$ cat src/rtl/rpn_gw_pkg.sv
// ============================================================================
// Module  : rpn_gw_pkg
// Brief   : Shared types and round-robin helper for the gateway-to-network arbiter.
// Revision: 1.0 - initial release
// ============================================================================
`default_nettype none

package rpn_gw_pkg;

  typedef enum logic [1:0] {
    ARB_IDLE = 2'd0,
    ARB_LAN  = 2'd1,
    ARB_WAN  = 2'd2
  } arb_state_t;

  typedef enum logic {
    SRC_LAN = 1'b0,
    SRC_WAN = 1'b1
  } src_sel_t;

  // With no requester the grant parks on LAN; it carries no beat in that case.
  function automatic src_sel_t rr_pick(input logic lan_valid, input logic wan_valid,
                                       input src_sel_t rr_last);
    if (lan_valid && wan_valid) return (rr_last == SRC_LAN) ? SRC_WAN : SRC_LAN;
    else if (wan_valid)         return SRC_WAN;
    else                        return SRC_LAN;
  endfunction

endpackage

`default_nettype wire

$ cat src/rtl/rpn_gw_to_network_bridge_arbiter_if.sv
// ============================================================================
// Module  : rpn_gw_to_network_bridge_arbiter_if
// Brief   : AXI4-Stream bundle (tdata/tkeep/tid/tdest/tuser/tlast) with modports.
// Revision: 1.0 - initial release
// ============================================================================
`default_nettype none

interface rpn_gw_to_network_bridge_arbiter_if #(
  parameter int AXIS_DATA_WIDTH  = 512,
  parameter int AXIS_KEEP_WIDTH  = AXIS_DATA_WIDTH / 8,
  parameter int IP_PORT_WIDTH    = 16,
  parameter int IP_ADDRESS_WIDTH = 32
);
  logic                        tvalid;
  logic                        tready;
  logic [AXIS_DATA_WIDTH-1:0]  tdata;
  logic [AXIS_KEEP_WIDTH-1:0]  tkeep;
  logic [IP_PORT_WIDTH-1:0]    tid;
  logic [IP_PORT_WIDTH-1:0]    tdest;
  logic [IP_ADDRESS_WIDTH-1:0] tuser;
  logic                        tlast;

  modport master (output tvalid, tdata, tkeep, tid, tdest, tuser, tlast, input tready);
  modport slave  (input tvalid, tdata, tkeep, tid, tdest, tuser, tlast, output tready);
endinterface

`default_nettype wire

$ cat src/rtl/rpn_gw_to_network_bridge_arbiter_skid_buffer.sv
// ============================================================================
// Module  : rpn_gw_axis_skid_buffer
// Brief   : Two-entry registered skid buffer; full rate, one cycle latency.
// Revision: 1.0 - initial release
// ============================================================================
`default_nettype none

module rpn_gw_axis_skid_buffer #(
  parameter int  AXIS_DATA_WIDTH  = 512,
  parameter int  AXIS_KEEP_WIDTH  = AXIS_DATA_WIDTH / 8,
  parameter int  IP_PORT_WIDTH    = 16,
  parameter int  IP_ADDRESS_WIDTH = 32,
  localparam int BEAT_W = AXIS_DATA_WIDTH + AXIS_KEEP_WIDTH + 2 * IP_PORT_WIDTH
                          + IP_ADDRESS_WIDTH + 1
) (
  input  wire logic              i_clk,
  input  wire logic              i_ap_rst_n,
  input  wire logic              i_valid,
  output logic                   o_ready,
  input  wire logic [BEAT_W-1:0] i_beat,
  output logic                   o_valid,
  input  wire logic              i_ready,
  output logic [BEAT_W-1:0]      o_beat
);

  logic [BEAT_W-1:0] r_head;
  logic [BEAT_W-1:0] r_tail;
  logic [1:0]        r_count;
  logic              r_in_ready;
  logic [1:0]        w_count_next;
  logic              w_push;
  logic              w_pop;

  assign w_push = i_valid && r_in_ready;
  assign w_pop  = (r_count != 2'd0) && i_ready;

  always_comb begin
    w_count_next = r_count;
    case ({w_push, w_pop})
      2'b10:   w_count_next = r_count + 2'd1;
      2'b01:   w_count_next = r_count - 2'd1;
      default: w_count_next = r_count;
    endcase
  end

  // The head register drives the output; on a pop the tail slides forward first.
  always_ff @(posedge i_clk or negedge i_ap_rst_n) begin
    if (!i_ap_rst_n) begin
      r_head     <= '0;
      r_tail     <= '0;
      r_count    <= 2'd0;
      r_in_ready <= 1'b1;
    end else begin
      r_count    <= w_count_next;
      r_in_ready <= (w_count_next != 2'd2);
      if (w_pop) begin
        if (w_push && r_count == 2'd1) r_head <= i_beat;
        else                           r_head <= r_tail;
        if (w_push && r_count == 2'd2) r_tail <= i_beat;
      end else if (w_push) begin
        if (r_count == 2'd0) r_head <= i_beat;
        else                 r_tail <= i_beat;
      end
    end
  end

  assign o_ready = r_in_ready;
  assign o_valid = (r_count != 2'd0);
  assign o_beat  = r_head;

endmodule

`default_nettype wire

$ cat src/rtl/rpn_gw_to_network_bridge_arbiter.sv
// ============================================================================
// Module  : rpn_gw_to_network_bridge_arbiter
// Brief   : Packet-level round-robin merge of LAN RX and WAN TX onto the bridge.
//           Optional packet counters: define RPN_GW_ARB_PKT_CNT_EN.
// Revision: 1.0 - initial release
// ============================================================================
`default_nettype none

module rpn_gw_to_network_bridge_arbiter
  import rpn_gw_pkg::*;
#(
  parameter int AXIS_DATA_WIDTH  = 512,
  parameter int AXIS_KEEP_WIDTH  = AXIS_DATA_WIDTH / 8,
  parameter int IP_PORT_WIDTH    = 16,
  parameter int IP_ADDRESS_WIDTH = 32
) (
  input wire logic                            i_clk,
  input wire logic                            i_ap_rst_n,
  rpn_gw_to_network_bridge_arbiter_if.slave   from_rpn_LAN_RX,
  rpn_gw_to_network_bridge_arbiter_if.slave   from_rpn_WAN_TX,
  rpn_gw_to_network_bridge_arbiter_if.master  to_network_bridge
`ifdef RPN_GW_ARB_PKT_CNT_EN
  ,
  output logic [31:0]                         lan_pkt_cnt,
  output logic [31:0]                         wan_pkt_cnt
`endif
);

  localparam int BEAT_W = AXIS_DATA_WIDTH + AXIS_KEEP_WIDTH + 2 * IP_PORT_WIDTH
                          + IP_ADDRESS_WIDTH + 1;

  arb_state_t        r_state, w_state_next;
  src_sel_t          r_rr_last, w_rr_next;
  src_sel_t          w_grant;
  logic              w_src_valid;
  logic              w_src_last;
  logic              w_accept;
  logic              w_sk_ready;
  logic              w_out_valid;
  logic [BEAT_W-1:0] w_lan_beat, w_wan_beat, w_sk_beat, w_out_beat;

  assign w_lan_beat = {from_rpn_LAN_RX.tdata, from_rpn_LAN_RX.tkeep, from_rpn_LAN_RX.tid,
                       from_rpn_LAN_RX.tdest, from_rpn_LAN_RX.tuser, from_rpn_LAN_RX.tlast};
  assign w_wan_beat = {from_rpn_WAN_TX.tdata, from_rpn_WAN_TX.tkeep, from_rpn_WAN_TX.tid,
                       from_rpn_WAN_TX.tdest, from_rpn_WAN_TX.tuser, from_rpn_WAN_TX.tlast};

  always_ff @(posedge i_clk or negedge i_ap_rst_n) begin
    if (!i_ap_rst_n) begin
      r_state   <= ARB_IDLE;
      r_rr_last <= SRC_WAN;
    end else begin
      r_state   <= w_state_next;
      r_rr_last <= w_rr_next;
    end
  end

  always_comb begin
    w_state_next = r_state;
    w_rr_next    = r_rr_last;
    if (w_accept) begin
      if (w_src_last) begin
        w_state_next = ARB_IDLE;
        w_rr_next    = w_grant;
      end else begin
        w_state_next = (w_grant == SRC_LAN) ? ARB_LAN : ARB_WAN;
      end
    end
  end

  // Lock is held through tvalid gaps: grant only moves in IDLE.
  always_comb begin
    w_grant = SRC_LAN;
    case (r_state)
      ARB_LAN: w_grant = SRC_LAN;
      ARB_WAN: w_grant = SRC_WAN;
      default: w_grant = rr_pick(from_rpn_LAN_RX.tvalid, from_rpn_WAN_TX.tvalid, r_rr_last);
    endcase
    w_src_valid = (w_grant == SRC_LAN) ? from_rpn_LAN_RX.tvalid : from_rpn_WAN_TX.tvalid;
    w_src_last  = (w_grant == SRC_LAN) ? from_rpn_LAN_RX.tlast  : from_rpn_WAN_TX.tlast;
    w_sk_beat   = (w_grant == SRC_LAN) ? w_lan_beat : w_wan_beat;
    w_accept    = w_src_valid && w_sk_ready && i_ap_rst_n;
    from_rpn_LAN_RX.tready = w_sk_ready && i_ap_rst_n && (w_grant == SRC_LAN);
    from_rpn_WAN_TX.tready = w_sk_ready && i_ap_rst_n && (w_grant == SRC_WAN);
  end

  rpn_gw_axis_skid_buffer #(
    .AXIS_DATA_WIDTH  (AXIS_DATA_WIDTH),
    .AXIS_KEEP_WIDTH  (AXIS_KEEP_WIDTH),
    .IP_PORT_WIDTH    (IP_PORT_WIDTH),
    .IP_ADDRESS_WIDTH (IP_ADDRESS_WIDTH)
  ) u_skid (
    .i_clk      (i_clk),
    .i_ap_rst_n (i_ap_rst_n),
    .i_valid    (w_src_valid),
    .o_ready    (w_sk_ready),
    .i_beat     (w_sk_beat),
    .o_valid    (w_out_valid),
    .i_ready    (to_network_bridge.tready),
    .o_beat     (w_out_beat)
  );

  assign to_network_bridge.tvalid = w_out_valid;
  assign {to_network_bridge.tdata, to_network_bridge.tkeep, to_network_bridge.tid,
          to_network_bridge.tdest, to_network_bridge.tuser, to_network_bridge.tlast} = w_out_beat;

`ifdef RPN_GW_ARB_PKT_CNT_EN
  logic [31:0] r_lan_cnt;
  logic [31:0] r_wan_cnt;

  always_ff @(posedge i_clk or negedge i_ap_rst_n) begin
    if (!i_ap_rst_n) begin
      r_lan_cnt <= 32'd0;
      r_wan_cnt <= 32'd0;
    end else if (w_accept && w_src_last) begin
      if (w_grant == SRC_LAN) r_lan_cnt <= r_lan_cnt + 32'd1;
      else                    r_wan_cnt <= r_wan_cnt + 32'd1;
    end
  end

  assign lan_pkt_cnt = r_lan_cnt;
  assign wan_pkt_cnt = r_wan_cnt;
`endif

endmodule

`default_nettype wire

$ cat src/flat_wrapper.sv
// flat-port wrapper written by rule: the top's interface ports become plain ports
module rpn_gw_to_network_bridge_arbiter_flat import rpn_gw_pkg::*;
#(
  parameter int AXIS_DATA_WIDTH  = 512,
  parameter int AXIS_KEEP_WIDTH  = AXIS_DATA_WIDTH / 8,
  parameter int IP_PORT_WIDTH    = 16,
  parameter int IP_ADDRESS_WIDTH = 32
)
  (i_clk, i_ap_rst_n, from_rpn_LAN_RX_tvalid, from_rpn_LAN_RX_tdata, from_rpn_LAN_RX_tkeep, from_rpn_LAN_RX_tid, from_rpn_LAN_RX_tdest, from_rpn_LAN_RX_tuser, from_rpn_LAN_RX_tlast, from_rpn_LAN_RX_tready, from_rpn_WAN_TX_tvalid, from_rpn_WAN_TX_tdata, from_rpn_WAN_TX_tkeep, from_rpn_WAN_TX_tid, from_rpn_WAN_TX_tdest, from_rpn_WAN_TX_tuser, from_rpn_WAN_TX_tlast, from_rpn_WAN_TX_tready, to_network_bridge_tvalid, to_network_bridge_tdata, to_network_bridge_tkeep, to_network_bridge_tid, to_network_bridge_tdest, to_network_bridge_tuser, to_network_bridge_tlast, to_network_bridge_tready);
  rpn_gw_to_network_bridge_arbiter_if #(.AXIS_DATA_WIDTH(AXIS_DATA_WIDTH), .AXIS_KEEP_WIDTH(AXIS_KEEP_WIDTH), .IP_PORT_WIDTH(IP_PORT_WIDTH), .IP_ADDRESS_WIDTH(IP_ADDRESS_WIDTH)) from_rpn_LAN_RX_i ();
  rpn_gw_to_network_bridge_arbiter_if #(.AXIS_DATA_WIDTH(AXIS_DATA_WIDTH), .AXIS_KEEP_WIDTH(AXIS_KEEP_WIDTH), .IP_PORT_WIDTH(IP_PORT_WIDTH), .IP_ADDRESS_WIDTH(IP_ADDRESS_WIDTH)) from_rpn_WAN_TX_i ();
  rpn_gw_to_network_bridge_arbiter_if #(.AXIS_DATA_WIDTH(AXIS_DATA_WIDTH), .AXIS_KEEP_WIDTH(AXIS_KEEP_WIDTH), .IP_PORT_WIDTH(IP_PORT_WIDTH), .IP_ADDRESS_WIDTH(IP_ADDRESS_WIDTH)) to_network_bridge_i ();
  input wire logic i_clk;
  input wire logic i_ap_rst_n;
  input wire logic [$bits(from_rpn_LAN_RX_i.tvalid)-1:0] from_rpn_LAN_RX_tvalid;
  input wire logic [$bits(from_rpn_LAN_RX_i.tdata)-1:0] from_rpn_LAN_RX_tdata;
  input wire logic [$bits(from_rpn_LAN_RX_i.tkeep)-1:0] from_rpn_LAN_RX_tkeep;
  input wire logic [$bits(from_rpn_LAN_RX_i.tid)-1:0] from_rpn_LAN_RX_tid;
  input wire logic [$bits(from_rpn_LAN_RX_i.tdest)-1:0] from_rpn_LAN_RX_tdest;
  input wire logic [$bits(from_rpn_LAN_RX_i.tuser)-1:0] from_rpn_LAN_RX_tuser;
  input wire logic [$bits(from_rpn_LAN_RX_i.tlast)-1:0] from_rpn_LAN_RX_tlast;
  output wire logic [$bits(from_rpn_LAN_RX_i.tready)-1:0] from_rpn_LAN_RX_tready;
  input wire logic [$bits(from_rpn_WAN_TX_i.tvalid)-1:0] from_rpn_WAN_TX_tvalid;
  input wire logic [$bits(from_rpn_WAN_TX_i.tdata)-1:0] from_rpn_WAN_TX_tdata;
  input wire logic [$bits(from_rpn_WAN_TX_i.tkeep)-1:0] from_rpn_WAN_TX_tkeep;
  input wire logic [$bits(from_rpn_WAN_TX_i.tid)-1:0] from_rpn_WAN_TX_tid;
  input wire logic [$bits(from_rpn_WAN_TX_i.tdest)-1:0] from_rpn_WAN_TX_tdest;
  input wire logic [$bits(from_rpn_WAN_TX_i.tuser)-1:0] from_rpn_WAN_TX_tuser;
  input wire logic [$bits(from_rpn_WAN_TX_i.tlast)-1:0] from_rpn_WAN_TX_tlast;
  output wire logic [$bits(from_rpn_WAN_TX_i.tready)-1:0] from_rpn_WAN_TX_tready;
  output wire logic [$bits(to_network_bridge_i.tvalid)-1:0] to_network_bridge_tvalid;
  output wire logic [$bits(to_network_bridge_i.tdata)-1:0] to_network_bridge_tdata;
  output wire logic [$bits(to_network_bridge_i.tkeep)-1:0] to_network_bridge_tkeep;
  output wire logic [$bits(to_network_bridge_i.tid)-1:0] to_network_bridge_tid;
  output wire logic [$bits(to_network_bridge_i.tdest)-1:0] to_network_bridge_tdest;
  output wire logic [$bits(to_network_bridge_i.tuser)-1:0] to_network_bridge_tuser;
  output wire logic [$bits(to_network_bridge_i.tlast)-1:0] to_network_bridge_tlast;
  input wire logic [$bits(to_network_bridge_i.tready)-1:0] to_network_bridge_tready;
  assign from_rpn_LAN_RX_i.tvalid = from_rpn_LAN_RX_tvalid;
  assign from_rpn_LAN_RX_i.tdata = from_rpn_LAN_RX_tdata;
  assign from_rpn_LAN_RX_i.tkeep = from_rpn_LAN_RX_tkeep;
  assign from_rpn_LAN_RX_i.tid = from_rpn_LAN_RX_tid;
  assign from_rpn_LAN_RX_i.tdest = from_rpn_LAN_RX_tdest;
  assign from_rpn_LAN_RX_i.tuser = from_rpn_LAN_RX_tuser;
  assign from_rpn_LAN_RX_i.tlast = from_rpn_LAN_RX_tlast;
  assign from_rpn_LAN_RX_tready = from_rpn_LAN_RX_i.tready;
  assign from_rpn_WAN_TX_i.tvalid = from_rpn_WAN_TX_tvalid;
  assign from_rpn_WAN_TX_i.tdata = from_rpn_WAN_TX_tdata;
  assign from_rpn_WAN_TX_i.tkeep = from_rpn_WAN_TX_tkeep;
  assign from_rpn_WAN_TX_i.tid = from_rpn_WAN_TX_tid;
  assign from_rpn_WAN_TX_i.tdest = from_rpn_WAN_TX_tdest;
  assign from_rpn_WAN_TX_i.tuser = from_rpn_WAN_TX_tuser;
  assign from_rpn_WAN_TX_i.tlast = from_rpn_WAN_TX_tlast;
  assign from_rpn_WAN_TX_tready = from_rpn_WAN_TX_i.tready;
  assign to_network_bridge_tvalid = to_network_bridge_i.tvalid;
  assign to_network_bridge_tdata = to_network_bridge_i.tdata;
  assign to_network_bridge_tkeep = to_network_bridge_i.tkeep;
  assign to_network_bridge_tid = to_network_bridge_i.tid;
  assign to_network_bridge_tdest = to_network_bridge_i.tdest;
  assign to_network_bridge_tuser = to_network_bridge_i.tuser;
  assign to_network_bridge_tlast = to_network_bridge_i.tlast;
  assign to_network_bridge_i.tready = to_network_bridge_tready;
  rpn_gw_to_network_bridge_arbiter #(.AXIS_DATA_WIDTH(AXIS_DATA_WIDTH), .AXIS_KEEP_WIDTH(AXIS_KEEP_WIDTH), .IP_PORT_WIDTH(IP_PORT_WIDTH), .IP_ADDRESS_WIDTH(IP_ADDRESS_WIDTH)) u_core (.i_clk(i_clk), .i_ap_rst_n(i_ap_rst_n), .from_rpn_LAN_RX(from_rpn_LAN_RX_i), .from_rpn_WAN_TX(from_rpn_WAN_TX_i), .to_network_bridge(to_network_bridge_i));
endmodule
$ cat config.mk
export PLATFORM = sky130hd
export DESIGN_NAME = rpn_gw_to_network_bridge_arbiter_flat
export DESIGN_NICKNAME = d
export VERILOG_FILES = /design/src/rtl/rpn_gw_pkg.sv /design/src/rtl/rpn_gw_to_network_bridge_arbiter_if.sv /design/src/rtl/rpn_gw_to_network_bridge_arbiter_skid_buffer.sv /design/src/rtl/rpn_gw_to_network_bridge_arbiter.sv /design/src/flat_wrapper.sv
export SDC_FILE = /design/constraint.sdc
export NUM_CORES = 2
export LEC_CHECK = 0
export BUFFER_PORTS_ARGS = -buffer_cell sky130_fd_sc_hd__buf_4
export CAP_MARGIN = 20
export CORE_AREA = 2 2 751 753
export CTS_CLUSTER_DIAMETER = 80
export DETAILED_ROUTE_END_ITERATION = 10
export DIE_AREA = 0 0 753 755
export PLACE_DENSITY_LB_ADDON = 0.08
export SLEW_MARGIN = 20
export SYNTH_ARGS = -nofsm -noshare
export SYNTH_HDL_FRONTEND = slang
export SYNTH_HIERARCHICAL = 1
export SYNTH_SLANG_ARGS = --single-unit
$ cat constraint.sdc
create_clock -name i_clk -period 2.7 [get_ports i_clk]
set_input_delay 0.54 -clock i_clk [delete_from_list [all_inputs] [get_ports i_clk]]
set_output_delay 0.54 -clock i_clk [all_outputs]
set_load 0.01 [all_outputs]
==> flow_metrics.tcl <==
set metrics [dict create \
    status "finished, violations left" \
    violations "hold timing, setup timing" \
    max_freq_mhz 345.8 \
    start_kind "register" \
    antenna_found_initial 33 \
    grt_pass1_vias 62880 \
    grt_usage_pct 13.65 \
    rsz0062_at_grt "yes" \
    r2r-start "u_core/r_state[0]" \
    netlist_instances 6964 \
    seq_area_frac_synth_pct 52.95 \
    clockPowerShare_pct 17.5 \
    clock-sinks 1288 \
    p_leak_uw 0.04824 \
    crit_fanout 4 \
    synth_mux_area_share_pct 11.91 \
    powerDensity_mw_per_mm2 1434 \
    rows 275 \
    r2r_slack_ns -0.17 \
    slew_headroom_pct 29.72 \
    initial_core_util_pct 10.87 \
    drv_cap 0 \
    port_buffers 1930 \
    final_layout_size_suffix_gt1_share_pct 35.45 \
    clock_path_buffers 4 \
    yosys_register_bits 1288 \
    clock_skew_ns 0.06482 \
    pre_cts_ws_ns -0.3724 \
    ios 1931 \
    synth_cell_types 31 \
    seq_power_share_pct 24.6 \
    mostFrequentLayoutCell "nand2_1" \
    finalNonFillerCells 17420 \
    drcViolationCount 0 \
    reg2reg_depth 15 \
    synth-simple-area-share_pct 23.92 \
    fin_hold_ws_ns -0.004539 \
    synth-xor-area-share_pct 0.01439 \
    netlist_area_mm2 0.06088 \
    cts_inserted_buffers 193 \
    place.gp.congestion 0.8532 \
    grt.overflow.total 0 \
    synth_edf_count 0 \
    dieHeight_um 755 \
    final_nets 11070 \
    coreArea_mm2 0.5598 \
    vdd_drop_max_uv 554.5 \
    htreeDepth 4 \
    dr.first_iter.drc_count 2908 \
    fp.dieW_um 753 \
    placed_cells 16310 \
    finalCriticalPeriod_ns 2.892 \
    synth_top_family_by_area "simple AND/OR/NAND/NOR gates" \
    ant_nets 0 \
    via_per_inst 3.506 \
    design_power_total_uw 150600 \
    p_sw_share_pct 44.85 \
    hold_viol_final 2 \
    crit_path_end_kind "primary output" \
    synth_compound_area_share_pct 6.717 \
    synth_ff_type "dfrtp_1" \
    cts_root_buf "clkbuf_16" \
    endpoint "from_rpn_LAN_RX_tready" \
    grt_pass1_wl_um 545600 \
    arrival_ns 2.35 \
    path_clk_slew_ns 0.06 \
    layout_common_cells "nand2_1 (3,191), buf_4 (2,169), dfrtp_1 (1,286)" \
    drt-pass1-iter-count 5 \
    p_switching_uw 67540 \
    slew_violations 0 \
    syn_avg_cell_area_um2 8.742 \
    critical_path.startpoint "u_core/r_state[0]" \
    clock_latency_ns 0.90 \
    cp_data_required_time_ns 2.16 \
    ys_async_sr_fraction_pct 100.0 \
    areaGrowthSynthToFinish_pct 72.50 \
    grt_start_max_net_pins 146 \
    fin_crit_sh_pct 107.1 \
    critical_path_class "register to primary output" \
    yosys_warnings 6 \
    worst_slack_ns -0.1915 \
    tritoncts "yes" \
    routedWlPerCell_um 24.60 \
    p_int_uw 83050 \
    dieArea_mm2 0.5685 \
    synthAdderAreaFrac_pct 0.08221 \
    combPwrFrac_pct 57.9 \
    routed_wirelength_um 428400 \
    syn_nets 8255 \
    hp-class "input port to asynchronous set/reset pin" \
    post-dp-hpwl_um 320900 \
    rr_endpoint "u_core/u_skid/r_tail[512]" \
    setup_viol 414 \
    vias 61060 \
    tightest_slew_ns 1.054 \
]
## registers in the layout, summed over array words and instances (netlist names)
signal                 cells
u_core/r_state             2
u_core/u_skid/o_beat     641
u_core/u_skid/r_tail     641
u_core/u_skid/o_ready      1
u_core/r_rr_last           1
u_core/u_skid/r_count      2
## routing by layer
layer / track usage (%) / wire length [µm]
met1: 16.40 / 178900
met2: 24.28 / 215000
met3: 3.900 / 26890
met4: 2.428 / 7499
met5: 0 / 131
## timing repair
item / CTS / global route
gates cloned: 11 / 106
setup endpoints to repair: 1195 / 1266
resized for setup: 55 / 315
pin swaps: 9 / 3
hold buffers: 549 / 0
buffers inserted: 15 / 78
endpoints found under the hold margin: 872 / 0
## metrics by stage
| step | hold WS (ns) | area [µm²] | TNS [ns] | utilization [%] |
|---|---|---|---|---|
| after global routing | 0.01877 | 105000 | -162.93 | 18.75 |
| after global placement | 0.4166 | 87710 | -359.74 | 15.67 |
| after CTS | 0.0001343 | 100400 | -6.633 | 17.94 |
| after detailed placement | 0.4085 | 87710 | -216.22 | 15.67 |
| after floorplan | 0.2444 | 60880 | 0 | - |
| final | -0.004539 | 105000 | -19.30 | 18.76 |
## worst min-delay path by stage
stage	cells past startpoint	endpoint
after detailed placement	1	u_core/u_skid/r_tail[190]
after floorplan	0	u_core/r_state[0]
after CTS	4	u_core/u_skid/r_tail[145]
after global placement	1	u_core/u_skid/r_tail[190]
final	3	u_core/u_skid/r_tail[440]
after global routing	4	u_core/u_skid/r_tail[260]
## cells by family (layout without fill, tap and decap cells)
| logic type | after synthesis | count (layout) |
|---|---|---|
| compound gates | 653 | 653 |
| xor+xnor | 1 | 1 |
| fa+ha+maj | 4 | 4 |
| buf+inv | 502 | 3462 |
| flops | 1288 | 1288 |
| mux | 644 | 644 |
| other cells | 0 | 13 |
| simple gates | 3872 | 3872 |
## power groups by stage
| stage | clock network [µW] | registers [µW] | logic, µW |
|---|---|---|---|
| after global placement | 0 | 37500 | 77000 |
| after global routing | 28300 | 38400 | 94800 |
| after floorplan | 0 | 36500 | 34000 |
| final | 26400 | 37100 | 87100 |
| after detailed placement | 0 | 37600 | 77400 |
| after CTS | 27700 | 37500 | 80200 |
## final cells by class
cell class	count	area, µm²
fill	62460	454800
clock buffer	281	5570
tap	7479	9358
timing repair buffer	3114	30150
clock inverter	63	970.9
sequential	1288	32230
antenna	13	32.53
inverter	4	15.01
multi-input combinational	5174	26680
## worst max-delay path, cell delays in order (launching register included)
cell and delay [ns]:
dfrtp_1 0.36, inv_2 0.06, ha_4 0.27, nand2b_4 0.13, buf_6 0.11, o21ai_4 0.07, buf_12 0.13, buf_6 0.12
nor2_4 0.09, buf_8 0.15
## cells in the mapped netlist, types with 4 or more instances
library cell | count | area, µm²
buf_2 | 314 | 1572
clkbuf_1 | 79 | 296.5
buf_6 | 24 | 270.3
buf_4 | 61 | 457.9
nor2_1 | 651 | 2444
buf_1 | 20 | 75.07
dfrtp_1 | 1286 | 32180
a31oi_1 | 642 | 4016
ha_1 | 4 | 50.05
mux2_1 | 51 | 574.3
mux2_2 | 592 | 6666
inv_1 | 4 | 15.01
nand2_1 | 3210 | 12050
Power figures use the tool's default switching activity.
